$ cat src/rtl/wb_pkg.sv
// Shared types and constants for the writeback queue.
// Entry = destination register index plus result data; r15 is the PC.
package wb_pkg;
    localparam int REG_W  = 4;
    localparam int DATA_W = 32;

    localparam logic [REG_W-1:0] REG_PC = 4'hF;

    typedef struct packed {
        logic [REG_W-1:0]  rd;
        logic [DATA_W-1:0] data;
    } wb_entry_t;
endpackage

$ cat src/rtl/wb_fifo.sv
// In-order result buffer: DEPTH x wb_entry_t, pointers, count, valid vector.
// Ports: push/push_entry in, pop in, head/count/ents/valids out,
// rd_ptr out only when WB_FWD_EN is defined (needed for age ordering).
module wb_fifo
    import wb_pkg::*;
#(
    parameter int DEPTH = 4,
    localparam int PTR_W = $clog2(DEPTH),
    localparam int CNT_W = PTR_W + 1
) (
    input  logic                   clk,
    input  logic                   rst,
    input  logic                   push,
    input  wb_entry_t              push_entry,
    input  logic                   pop,
    output wb_entry_t              head,
    output logic [CNT_W-1:0]       count,
    output wb_entry_t [DEPTH-1:0]  ents,
    output logic [DEPTH-1:0]       valids
`ifdef WB_FWD_EN
    ,
    output logic [PTR_W-1:0]       rd_ptr
`endif
);
    logic [PTR_W-1:0] wr_q;
    logic [PTR_W-1:0] rd_q;

    always_ff @(posedge clk or posedge rst) begin
        if (rst) begin
            wr_q   <= '0;
            rd_q   <= '0;
            count  <= '0;
            valids <= '0;
            ents   <= '0;
        end else begin
            if (push) begin
                ents[wr_q]   <= push_entry;
                valids[wr_q] <= 1'b1;
                wr_q         <= wr_q + 1'b1;
            end
            if (pop) begin
                valids[rd_q] <= 1'b0;
                rd_q         <= rd_q + 1'b1;
            end
            unique case ({push, pop})
                2'b10:   count <= count + 1'b1;
                2'b01:   count <= count - 1'b1;
                default: count <= count;
            endcase
        end
    end

    assign head = ents[rd_q];

`ifdef WB_FWD_EN
    assign rd_ptr = rd_q;
`endif
endmodule

$ cat src/rtl/writeback_queue.sv
// Register-file write-port producer: accepts ALU/load results (mem first),
// retires one per cycle as regwBoolean/rwselector/rwdata or pc_we/pc_data,
// and flags pending writes to decode sources (rs1_busy/rs2_busy).
// Optional macro WB_FWD_EN adds rsX_fwd_valid/rsX_fwd_data forwarding ports.
module writeback_queue
    import wb_pkg::*;
#(
    parameter int DEPTH = 4
) (
    input  logic              clk,
    input  logic              rst,
    input  logic              alu_valid,
    output logic              alu_ready,
    input  logic [REG_W-1:0]  alu_rd,
    input  logic [DATA_W-1:0] alu_data,
    input  logic              mem_valid,
    output logic              mem_ready,
    input  logic [REG_W-1:0]  mem_rd,
    input  logic [DATA_W-1:0] mem_data,
    output logic              regwBoolean,
    output logic [REG_W-1:0]  rwselector,
    output logic [DATA_W-1:0] rwdata,
    output logic              pc_we,
    output logic [DATA_W-1:0] pc_data,
    input  logic [REG_W-1:0]  dec_rs1,
    input  logic [REG_W-1:0]  dec_rs2,
    output logic              rs1_busy,
    output logic              rs2_busy,
    output logic              full,
    output logic              empty
`ifdef WB_FWD_EN
    ,
    output logic              rs1_fwd_valid,
    output logic              rs2_fwd_valid,
    output logic [DATA_W-1:0] rs1_fwd_data,
    output logic [DATA_W-1:0] rs2_fwd_data
`endif
);
    localparam int PTR_W = $clog2(DEPTH);
    localparam int CNT_W = PTR_W + 1;

    logic                  push;
    logic                  pop;
    wb_entry_t             push_entry;
    wb_entry_t             head;
    logic [CNT_W-1:0]      count;
    wb_entry_t [DEPTH-1:0] ents;
    logic [DEPTH-1:0]      valids;
`ifdef WB_FWD_EN
    logic [PTR_W-1:0]      rd_ptr;
`endif

    wb_fifo #(.DEPTH(DEPTH)) u_fifo (
        .clk        (clk),
        .rst        (rst),
        .push       (push),
        .push_entry (push_entry),
        .pop        (pop),
        .head       (head),
        .count      (count),
        .ents       (ents),
        .valids     (valids)
`ifdef WB_FWD_EN
        ,
        .rd_ptr     (rd_ptr)
`endif
    );

    // Ready comes from the registered count only: no full-time bypass.
    assign full      = (count == CNT_W'(DEPTH));
    assign mem_ready = !full;
    assign alu_ready = !full && !mem_valid;

    assign push = (mem_valid && mem_ready) || (alu_valid && alu_ready);
    assign pop  = (count != '0);

    always_comb begin
        push_entry = '{rd: alu_rd, data: alu_data};
        if (mem_valid)
            push_entry = '{rd: mem_rd, data: mem_data};
    end

    assign empty = (count == '0) && !regwBoolean && !pc_we;

    always_ff @(posedge clk or posedge rst) begin
        if (rst) begin
            regwBoolean <= 1'b0;
            rwselector  <= '0;
            rwdata      <= '0;
            pc_we       <= 1'b0;
            pc_data     <= '0;
        end else if (pop && head.rd == REG_PC) begin
            regwBoolean <= 1'b0;
            pc_we       <= 1'b1;
            pc_data     <= head.data;
        end else if (pop) begin
            regwBoolean <= 1'b1;
            rwselector  <= head.rd;
            rwdata      <= head.data;
            pc_we       <= 1'b0;
        end else begin
            regwBoolean <= 1'b0;
            pc_we       <= 1'b0;
        end
    end

    // r15 reads come from the PC path, so they never wait on the queue.
    always_comb begin
        rs1_busy = regwBoolean && (rwselector == dec_rs1);
        rs2_busy = regwBoolean && (rwselector == dec_rs2);
        for (int i = 0; i < DEPTH; i++) begin
            if (valids[i] && ents[i].rd == dec_rs1)
                rs1_busy = 1'b1;
            if (valids[i] && ents[i].rd == dec_rs2)
                rs2_busy = 1'b1;
        end
        if (dec_rs1 == REG_PC)
            rs1_busy = 1'b0;
        if (dec_rs2 == REG_PC)
            rs2_busy = 1'b0;
    end

`ifdef WB_FWD_EN
    logic [PTR_W-1:0] idx;

    // Walk head->tail so the youngest match is the last one assigned.
    always_comb begin
        rs1_fwd_data = rwdata;
        rs2_fwd_data = rwdata;
        idx          = '0;
        for (int k = 0; k < DEPTH; k++) begin
            idx = rd_ptr + PTR_W'(k);
            if (valids[idx] && ents[idx].rd == dec_rs1)
                rs1_fwd_data = ents[idx].data;
            if (valids[idx] && ents[idx].rd == dec_rs2)
                rs2_fwd_data = ents[idx].data;
        end
    end

    assign rs1_fwd_valid = rs1_busy;
    assign rs2_fwd_valid = rs2_busy;
`endif
endmodule

$ cat config.mk
export PLATFORM = sky130hd
export DESIGN_NAME = writeback_queue
export DESIGN_NICKNAME = d
export VERILOG_FILES = /design/src/rtl/wb_pkg.sv /design/src/rtl/wb_fifo.sv /design/src/rtl/writeback_queue.sv
export SDC_FILE = /design/constraint.sdc
export NUM_CORES = 1
export LEC_CHECK = 0
export CAP_MARGIN = 40
export CORE_MARGIN = 2
export CORE_UTILIZATION = 42
export DETAILED_ROUTE_END_ITERATION = 8
export PLACE_DENSITY = 0.63
export SLEW_MARGIN = 10
export SYNTH_ARGS = -nofsm -noshare
export SYNTH_HDL_FRONTEND = slang
export SYNTH_SLANG_ARGS = --single-unit
$ cat constraint.sdc
create_clock -name clk -period 8.55 [get_ports clk]
set_clock_uncertainty 0.15 [all_clocks]
set_input_delay 2.565 -clock clk [delete_from_list [all_inputs] [get_ports clk]]
set_output_delay 2.565 -clock clk [all_outputs]
set_load 0.03 [all_outputs]
==> Word level (Yosys, flattened, before mapping) <==
Cells that the tools add are included.
{ "totals": {"regBits": 225, "out_inout_bits": 76, "input_bits": 84, "wordCells": 98} }
{ "op_classes": {"addsub": 4, "n_bitwise": 4, "muxes": 26, "reduce_logical": 27, "n_eq_ne": 16, "n_lt_le_gt_ge": 4} }
{ "ops": {"columns": ["operator", "count"], "rows": [
  ["bitwise mux 144 bit", 1],
  ["two-way mux 36 bit", 3],
  ["binary-select mux 36 bit (select 2 bit)", 1],
  ["demux 36 bit (select 2 bit)", 1],
  ["equality test 4 bit", 10],
  ["logical AND 1 bit", 18],
  ["two-way mux 1 bit", 15],
  ["equality test 4 bit, second input constant", 3],
  ["two-way mux 4 bit", 2],
  ["< comparator 2 x 3 -> 1 bit, second input constant", 2],
  ["one-hot mux 3 bit (2 select lines)", 1],
  ["adder 2 x 1 -> 2 bit, second input constant", 2],
  ["AND 4 bit", 1],
  ["demux 1 bit (select 2 bit)", 2],
  ["greater-or-equal comparator 2 x 1 -> 1 bit, second input constant", 2],
  ["zero test 1 bit", 4],
  ["inverter 4 bit", 1],
  ["OR 4 bit", 1],
  ["adder 3 x 1 -> 3 bit, second input constant", 1],
  ["equality test 3 bit, second input constant", 1],
  ["zero test 3 bit", 1],
  ["nonzero test 3 bit", 1],
  ["subtractor 3 x 1 -> 3 bit, second input constant", 1],
  ["equality test 2 x 1 -> 1 bit, second input constant", 1],
  ["other kinds (5)", 5]
]} }

==> Logic depth before layout (Yosys ltp) <==
Gate-level depths: netlist of run 1.
{ "depth": {"depth_word": 8, "ltp_mapped": 11, "ltp_nobuf": 11} }

==> Modules after synthesis <==
A second synthesis of run 1 with hierarchy kept.
{ "unflattened": {"cells_unflattened": 736, "hier_area_um2": 10844.2} }
{ "modules_own_cells": {"columns": ["module", "cells_per_inst", "seq_area_each_um2", "area_each_um2", "n_inst"], "rows": [
  ["wb_fifo", 396, 3878.7, 7086.8, 1],
  ["writeback_queue", 340, 1751.7, 3757.4, 1]
]} }

==> Worst setup path before layout of run 1 <==
OpenSTA, ideal clock, no wires.
{ "synth_timing": {"path_type": "input-to-output", "startpoint": "input dec_rs2[0]", "endpoint": "output rs2_busy", "cell_stages": 6, "arrival_time_ns": 3.837, "path_buffers": 1, "t_required_ns": 5.835, "setup_slack_ns": 1.998, "path_cell_list": "clkbuf_1 > xnor2_1 > nand3_1 > nor3_1 > a31oi_1 > a31oi_1"} }
{ "synth_via": {"elab_chain_len": 7, "word_cells_on_any_way": 16, "classes_between": "eq/ne (6); mux (5); reduce/logical (5)"} }
{ "synth_rtl": {"columns": ["element", "line_no", "text"], "rows": [
  ["start: declaration", "writeback_queue.sv:26", "input logic [REG_W-1:0] dec_rs2,"],
  ["equality test 4 bit, on equally long branches", "writeback_queue.sv:110, writeback_queue.sv:114", null],
  ["logical AND 1 bit, on equally long branches", "writeback_queue.sv:110, writeback_queue.sv:114", null],
  ["two-way mux 1 bit (4 in series)", "writeback_queue.sv:114", "if (valids[i] && ents[i].rd == dec_rs2)"],
  ["two-way mux 1 bit (*)", "writeback_queue.sv:119", "if (dec_rs2 == REG_PC)"],
  ["end: declaration", "writeback_queue.sv:28", "output logic rs2_busy,"]
]} }
Every way passes the cells marked *; elsewhere a longest branch is shown, timed or not.

==> Worst setup path in the final report of run 1 <==
Same ends and word-level chain as after synthesis.

==> results.txt, run 1 <==
----------------------------------------------------
[GRT]
  Overflow left after global routing ... 0
  Maximum number of pins on one net before global-route repair ... 74
  Initial antenna violation count ... 0
  All-layer global routing usage ... 0.180
  Number of global-route vias before repair ... ~7000
  Global-route wire length before repair ... 37.4 mm

[Status]
  Result of the run ... complete, no violations

[STA]
  Total count of max-transition violations in the final report ... 0
  Final setup violation count ... 0
  Fmax achieved ... 134 MHz
  Setup repair after global routing missed its margin ... no
  Max-slew headroom ... 0.491
  Share of the cycle needed by the critical path after routing ... 0.871
  Tightest Pin Transition ... 0.764 ns
  Hold violation total from the final report ... 0
  Hold_ws ... ~0.32 ns
  Sum of negative setup slack ... 0 ns
  Final critical-path required period ... 7.45 ns
  Post-layout worst setup margin ... 1.10 ns

[Final layout]
  Most frequent cells in the layout ... dfrtp_1 (223), clkdlybuf4s50_1 (158), nand2_1 (146), o21ai_0 (146), mux2_2 (39)
  Area occupied by multi-input gates ... 0.00410 mm²
  NumNets Final ... 1063
  Layout overhead on the synthesized area ... 25.5%
  Number of diodes added for antenna fixing ... 0
  Share of cells above drive strength 1 ... 0.164
  Final standard cell count with taps included and fillers excluded ... 1301
  Final non-filler cell area ... between 0.01 and 0.015 mm²
  Final-layout fill cell count ... 2098
  Combined flip-flop and latch cell area ... 0.00563 mm²
  Fin util ... 0.538
  Most frequent standard cell in the layout excluding fill and tap cells ... dfrtp_1

[CTS]
  Clock transition at the register clock pins on the worst setup and hold paths after CTS ... 0.05 ns
  Clock Tree Buf Depth ... 3
  CTS tree ... done
  Total number of H-tree levels ... 1
  Number of clock buffers inserted by TritonCTS ... 25
  Clock sink count ... 225
  Skew-Pair Late Insertion Delay ... 0.50 ns
  Post-CTS Hold Fix Bufs ... 0
  Post-CTS Setup Inserts ... 0
  Clock tree root buffer cell ... clkbuf_16
  Resized cells post-CTS ... 0

[Setup path]
  Worst setup slack for register-to-register paths ... 5.45 ns
  Worst setup path endpoint ... rs2_busy
  Worst Reg-to-Reg Cells ... 5
  Maximum net fanout on the critical path ... 6
  Setup crit end kind ... primary output
  Worst R2R End ... rwdata[26]
  Worst setup path class ... in2out
  CP startpoint kind ... input port
  Worst path required time ... 5.84 ns
  Crit. Startpoint ... dec_rs2[0]
  Beginning of the worst register-to-register path ... u_fifo.rd_q[1]
  Data arrival, critical path ... roughly 4.7 ns

[Drt]
  Drt wl/cell ... 17.0 µm
  Vias post-DR ... ~6500
  Number of nets with antenna violations after detailed routing ... 0
  Number of DRC markers after the initial detailed-route iteration ... 252
  Per-cell via count in the routed design ... 5.01
  Number of DRC violations after detailed routing ... 0
  Pre-Repair DR Iteration Count ... 4
  Final wirelength ... between 20 and 25 mm

[Placed design]
  Pre-CTS setup slack ... ~1.1 ns
  Half-perimeter wire length after placement ... 14.6 mm
  Gpl congestion ... 0.816
  # placed instances ... 1261
  Post-Place Cell Area ... 0.0119 mm²
  Buffers on Ports ... 159

[Logic synthesis]
  Cell count after synthesis ... between 800 and 900
  Synth Warn # ... 0
  Yosys top cell area share ... 0.558
  Count of cell types in the netlist ... 29
  Largest cells by area after synthesis ... dfrtp_1 (56%), mux4_2 (8.0%), o21ai_0 (7.2%), nand2_1 (5.6%), mux2_2 (4.4%)
  Flip-flop and latch count after synthesis ... approximately 230
  Cell Area, Synth ... between 0.01 and 0.015 mm²
  Post-Synthesis Mean Instance Area ... roughly 12 µm²
  Part of the Yosys area used for sequential elements ... 0.558
  Synthesized netlist net count ... 919
  Top cell type by total area after synthesis ... dfrtp_1

[Floorplanning]
  I/O pin total ... 160
  Horiz. Die Dim ... between 150 and 200 µm
  Initial Util ... 0.428
  Die Area ... 0.0253 mm²
  Die Height ... 159 µm
  Core area ... 0.0235 mm²
  Std-Cell Rows ... 56

[Power and ir drop]
  Fraction of power consumed by combinational cells ... 0.441
  Net switching power of the design ... 1.89 mW
  Sequential Power Share ... 0.370
  Switching Fraction ... 0.365
  Internal ... 3.29 mW
  LEAKAGE ... 5.72 nW
  Cell Pwr Density ... ~410 mW/mm²
  Overall power consumption ... 5.18 mW
  Worst IR Drop VDD ... approximately 210 µV
  Clock network power share ... 0.190

[Min path]
  HP Class ... reg2reg

[Flow run]
  Number of maximum-capacitance constraint violations ... 0

----------------------------------------------------
synthesized netlist by cell type:
cell and number:
buf_12 4, buf_6 4, nand4_1 1, o22a_1 1, mux4_2 36, nor2_2 2
xor2_1 24, dfrtp_1 225, inv_1 14, ha_1 9, xnor2_1 21, o21ai_0 146
mux2i_1 37, nor3_1 12, buf_2 4, buf_1 4, nand3_1 7, inv_2 1
nand2_1 150, and2_4 1, fa_1 1, clkbuf_1 38, nor2_1 3, a22oi_1 4
buf_4 1, mux2_2 39, and4_1 2, mux2_4 28, a31oi_1 6
registers in the layout, indices dropped and copies added (netlist names):
name           cells
u_fifo.ents      144
pc_data           32
rwdata            32
rwselector         4
u_fifo.valids      4
u_fifo.count       3
u_fifo.rd_q        2
u_fifo.wr_q        2
pc_we              1
regwBoolean        1
metal layers:
metal  routed length [µm]  global-route usage
met5                    0                   0
met4                  413              0.0426
met3                 1020              0.0305
met2                10600               0.302
met1                10100               0.248
cells by family after synthesis:
kind of cell	count (synthesis)	synth area share
flops	225	0.558
simple gates	178	0.0708
compound gates	157	0.0800
mux	140	0.202
buf+inv	70	0.0363
xor+xnor	45	0.0391
fa+ha+maj	10	0.0132
worst max-delay path, stage by stage:
cell             delay, ns
clkdlybuf4s50_1       0.65
xnor2_1               0.17
nand3_1               0.10
nor3_1                0.21
a31oi_1               0.09
a31oi_1               0.24
clkdlybuf4s50_1       0.71
worst min-delay path by stage:
stage	to	startpoint	cells past startpoint	slack (ns)
3_5_place_dp	u_fifo.ents[132]	u_fifo.ents[132]	2	0.32
3_3_place_gp	u_fifo.ents[39]	u_fifo.ents[39]	2	0.31
4_1_cts	u_fifo.ents[132]	u_fifo.ents[132]	2	0.33
2_1_floorplan	u_fifo.ents[100]	u_fifo.ents[100]	2	0.29
6_report	u_fifo.ents[13]	u_fifo.ents[13]	2	0.32
5_1_grt	u_fifo.ents[132]	u_fifo.ents[132]	2	0.35
area by class of cell:
type / count / area share
Clock buffer: 35 / 0.0548
Sequential cell: 225 / 0.445
Timing Repair Buffer: 172 / 0.136
Tap cell: 319 / 0.0315
Clock inverter: 5 / 0.00395
Inverter: 15 / 0.00475
Multi-Input combinational cell: 530 / 0.324
power by group through the flow:
| stage | clock (mW) | sequential [mW] | combinational (mW) |
|---|---|---|---|
| finish | 0.983 | 1.92 | 2.28 |
| global route | 1.05 | 1.99 | 2.51 |
| CTS | 1.01 | 1.92 | 2.33 |
| detailed placement | 0 | 1.93 | 2.32 |
| global placement | 0 | 1.94 | 2.24 |
| floorplan | 0 | 2.12 | 1.42 |
(Power assumes the default switching activity.)
==> run 2: changes to the inputs <==
- SLEW_MARGIN: 10 -> 5
==> results.txt, run 2 (synthesis results as in run 1) <==
----------------------------------------------------
[Setup path]
  Cell-by-cell trace of the critical path ... clkdlybuf4s50_1 -> xnor2_1 -> nand3_1 -> nor3_1 -> a31oi_1 -> a31oi_1 -> clkdlybuf4s50_1
  Bufs and invs on worst path ... 2
  Data arrival, critical path ... 4.74 ns
  Cell with the largest stage delay on the worst path ... clkdlybuf4s50_1
  CP startpoint kind ... input port
  Crit path largest cell delay ... 0.71 ns
  Maximum net fanout on the critical path ... 6
  Worst setup path class ... in2out
  Top Family by Delay on Critical Path ... buffers and inverters
  Worst path required time ... 5.84 ns
  Setup crit end kind ... primary output

[Status]
  Result of the run ... complete, no violations

[STA]
  Total count of max-transition violations in the final report ... 0
  Tightest Pin Transition ... 0.791 ns
  Hold violation total from the final report ... 0
  Sum of negative setup slack ... 0 ns
  Fmax achieved ... between 100 and 150 MHz
  Final setup violation count ... 0
  Share of the cycle needed by the critical path after routing ... 0.872
  Setup repair after global routing missed its margin ... no
  Final critical-path required period ... roughly 7.5 ns
  Max-slew headroom ... 0.473

[GRT]
  Overflow left after global routing ... 0
  Initial antenna violation count ... 0
  Global-route wire length before repair ... roughly 38 mm
  Maximum number of pins on one net before global-route repair ... 74
  All-layer global routing usage ... 0.182
  Number of global-route vias before repair ... 6987

[Final layout]
  Number of flip-flops under the largest register name ... 144
  Most frequent cells in the layout ... dfrtp_1 (223), clkdlybuf4s50_1 (158), nand2_1 (146), o21ai_0 (146), mux2_2 (39)
  Number of diodes added for antenna fixing ... 0
  Share of cells above drive strength 1 ... 0.169
  Leading registers by flop count ... u_fifo.ents (144), pc_data (32), rwdata (32)
  Layout overhead on the synthesized area ... 26.3%
  Largest register by flop count ... u_fifo.ents
  Final standard cell count with taps included and fillers excluded ... between 1000 and 1500
  Most frequent standard cell in the layout excluding fill and tap cells ... dfrtp_1
  NumNets Final ... 1062

[Floorplanning]
  I/O pin total ... between 150 and 200
  Initial Util ... 0.428
  Die Area ... about 0.025 mm²
  Die Height ... 159 µm
  Horiz. Die Dim ... approximately 160 µm
  Core area ... roughly 0.024 mm²
  Std-Cell Rows ... 56

[CTS]
  Clock transition at the register clock pins on the worst setup and hold paths after CTS ... 0.06 ns
  Number of clock buffers inserted by TritonCTS ... 24
  Clock tree root buffer cell ... clkbuf_16
  Skew-Pair Late Insertion Delay ... 0.51 ns
  CTS tree ... done
  Clock sink count ... 225
  Clock Tree Buf Depth ... 3
  Total number of H-tree levels ... 1
  Post-CTS Setup Inserts ... 0
  Post-CTS Hold Fix Bufs ... 0
  Resized cells post-CTS ... 0

[Power and ir drop]
  Fraction of power consumed by combinational cells ... 0.433
  Worst IR Drop VDD ... 214 µV
  Sequential Power Share ... 0.364
  LEAKAGE ... 5.76 nW
  Cell Pwr Density ... 414 mW/mm²
  Internal ... 3.36 mW
  Switching Fraction ... 0.363
  Net switching power of the design ... 1.91 mW
  Clock network power share ... 0.203

[Drt]
  Number of nets with antenna violations after detailed routing ... 0
  Per-cell via count in the routed design ... 5.01
  Final wirelength ... 22.4 mm
  Vias post-DR ... 6533
  Number of DRC markers after the initial detailed-route iteration ... 276
  Number of DRC violations after detailed routing ... 0
  Pre-Repair DR Iteration Count ... 4
  Drt wl/cell ... about 17 µm

[Flow run]
  Number of maximum-capacitance constraint violations ... 0

[Placed design]
  Gpl congestion ... 0.816
  Half-perimeter wire length after placement ... ~15 mm
  # placed instances ... 1261
  Buffers on Ports ... roughly 160

[Min path]
  HP Class ... reg2reg

----------------------------------------------------
-- run 2: changes by cell type in the layout (fill, tap and decap cells not counted), sizes merged --
cell      before  now
clkinv         4    5
clkbuf        35   34
bufinv         1    3
clkinvlp       1    2
-- run 2: through the flow --
stage	cell area [µm²]	util	hold WS [ns]	setup slack [ns]	power, mW
floorplan	10100	-	0.295	2.00	3.54
global placement	11900	0.504	0.307	1.22	4.18
detailed placement	11900	0.506	0.315	1.13	4.26
CTS	12700	0.541	0.329	1.12	5.35
global route	12700	0.541	0.341	1.02	5.64
finish	12700	0.541	0.323	1.09	5.28
-- run 2: tightest hold or removal path, delay by kind of cell, from the launching register on --
| family | cells | cell delay [ns] |
|---|---|---|
| flops | 1 | 0.34 |
| compound gates | 1 | 0.06 |
| simple gates | 1 | 0.04 |
-- run 2: power by group through the flow --
stage | sequential [mW] | clock, mW | combinational [mW]
finish | 1.92 | 1.07 | 2.29
global route | 1.99 | 1.14 | 2.51
CTS | 1.92 | 1.10 | 2.33
detailed placement | 1.93 | 0 | 2.33
global placement | 1.94 | 0 | 2.24
floorplan | 2.12 | 0 | 1.42
-- run 2: worst paths after layout --
check | start | cells after the start | end | slack [ns]
worst max-delay path | dec_rs2[0] | 7 | rs2_busy | 1.09
worst min-delay path | u_fifo.ents[128] | 2 | u_fifo.ents[128] | 0.32
worst max register to register | u_fifo.rd_q[1] | 5 | rwdata[30] | 5.44
worst min register to register | u_fifo.ents[128] | 2 | u_fifo.ents[128] | 0.32
max in group asynchronous | rst | 3 | u_fifo.rd_q[1] | 4.87
min in group asynchronous | rst | 2 | rwdata[12] | 2.27
-- run 2: metal layers --
metal  GRT usage  up-vias  wire length (µm)
li1            -     3148                 -
met1       0.248     3214             10300
met2       0.312      145             10800
met3      0.0284       26               872
met4      0.0380        0               355
met5           0        -                 0
-- run 2: area by class of cell --
cell class | count | area, µm²
inverter | 15 | 60.1
tap | 319 | 399
sequential | 225 | 5630
clock inverter | 9 | 126
timing repair buffer | 172 | 1720
fill | 2086 | 10800
clock buffer | 34 | 699
multi-input combinational | 530 | 4100
==> run 3: changes to the inputs <==
- ABC_CLOCK_PERIOD_IN_PS: not set -> 8550
==> results of run 3 <==
Same layout as run 2: the final DEF is identical, and so are final timing and power.
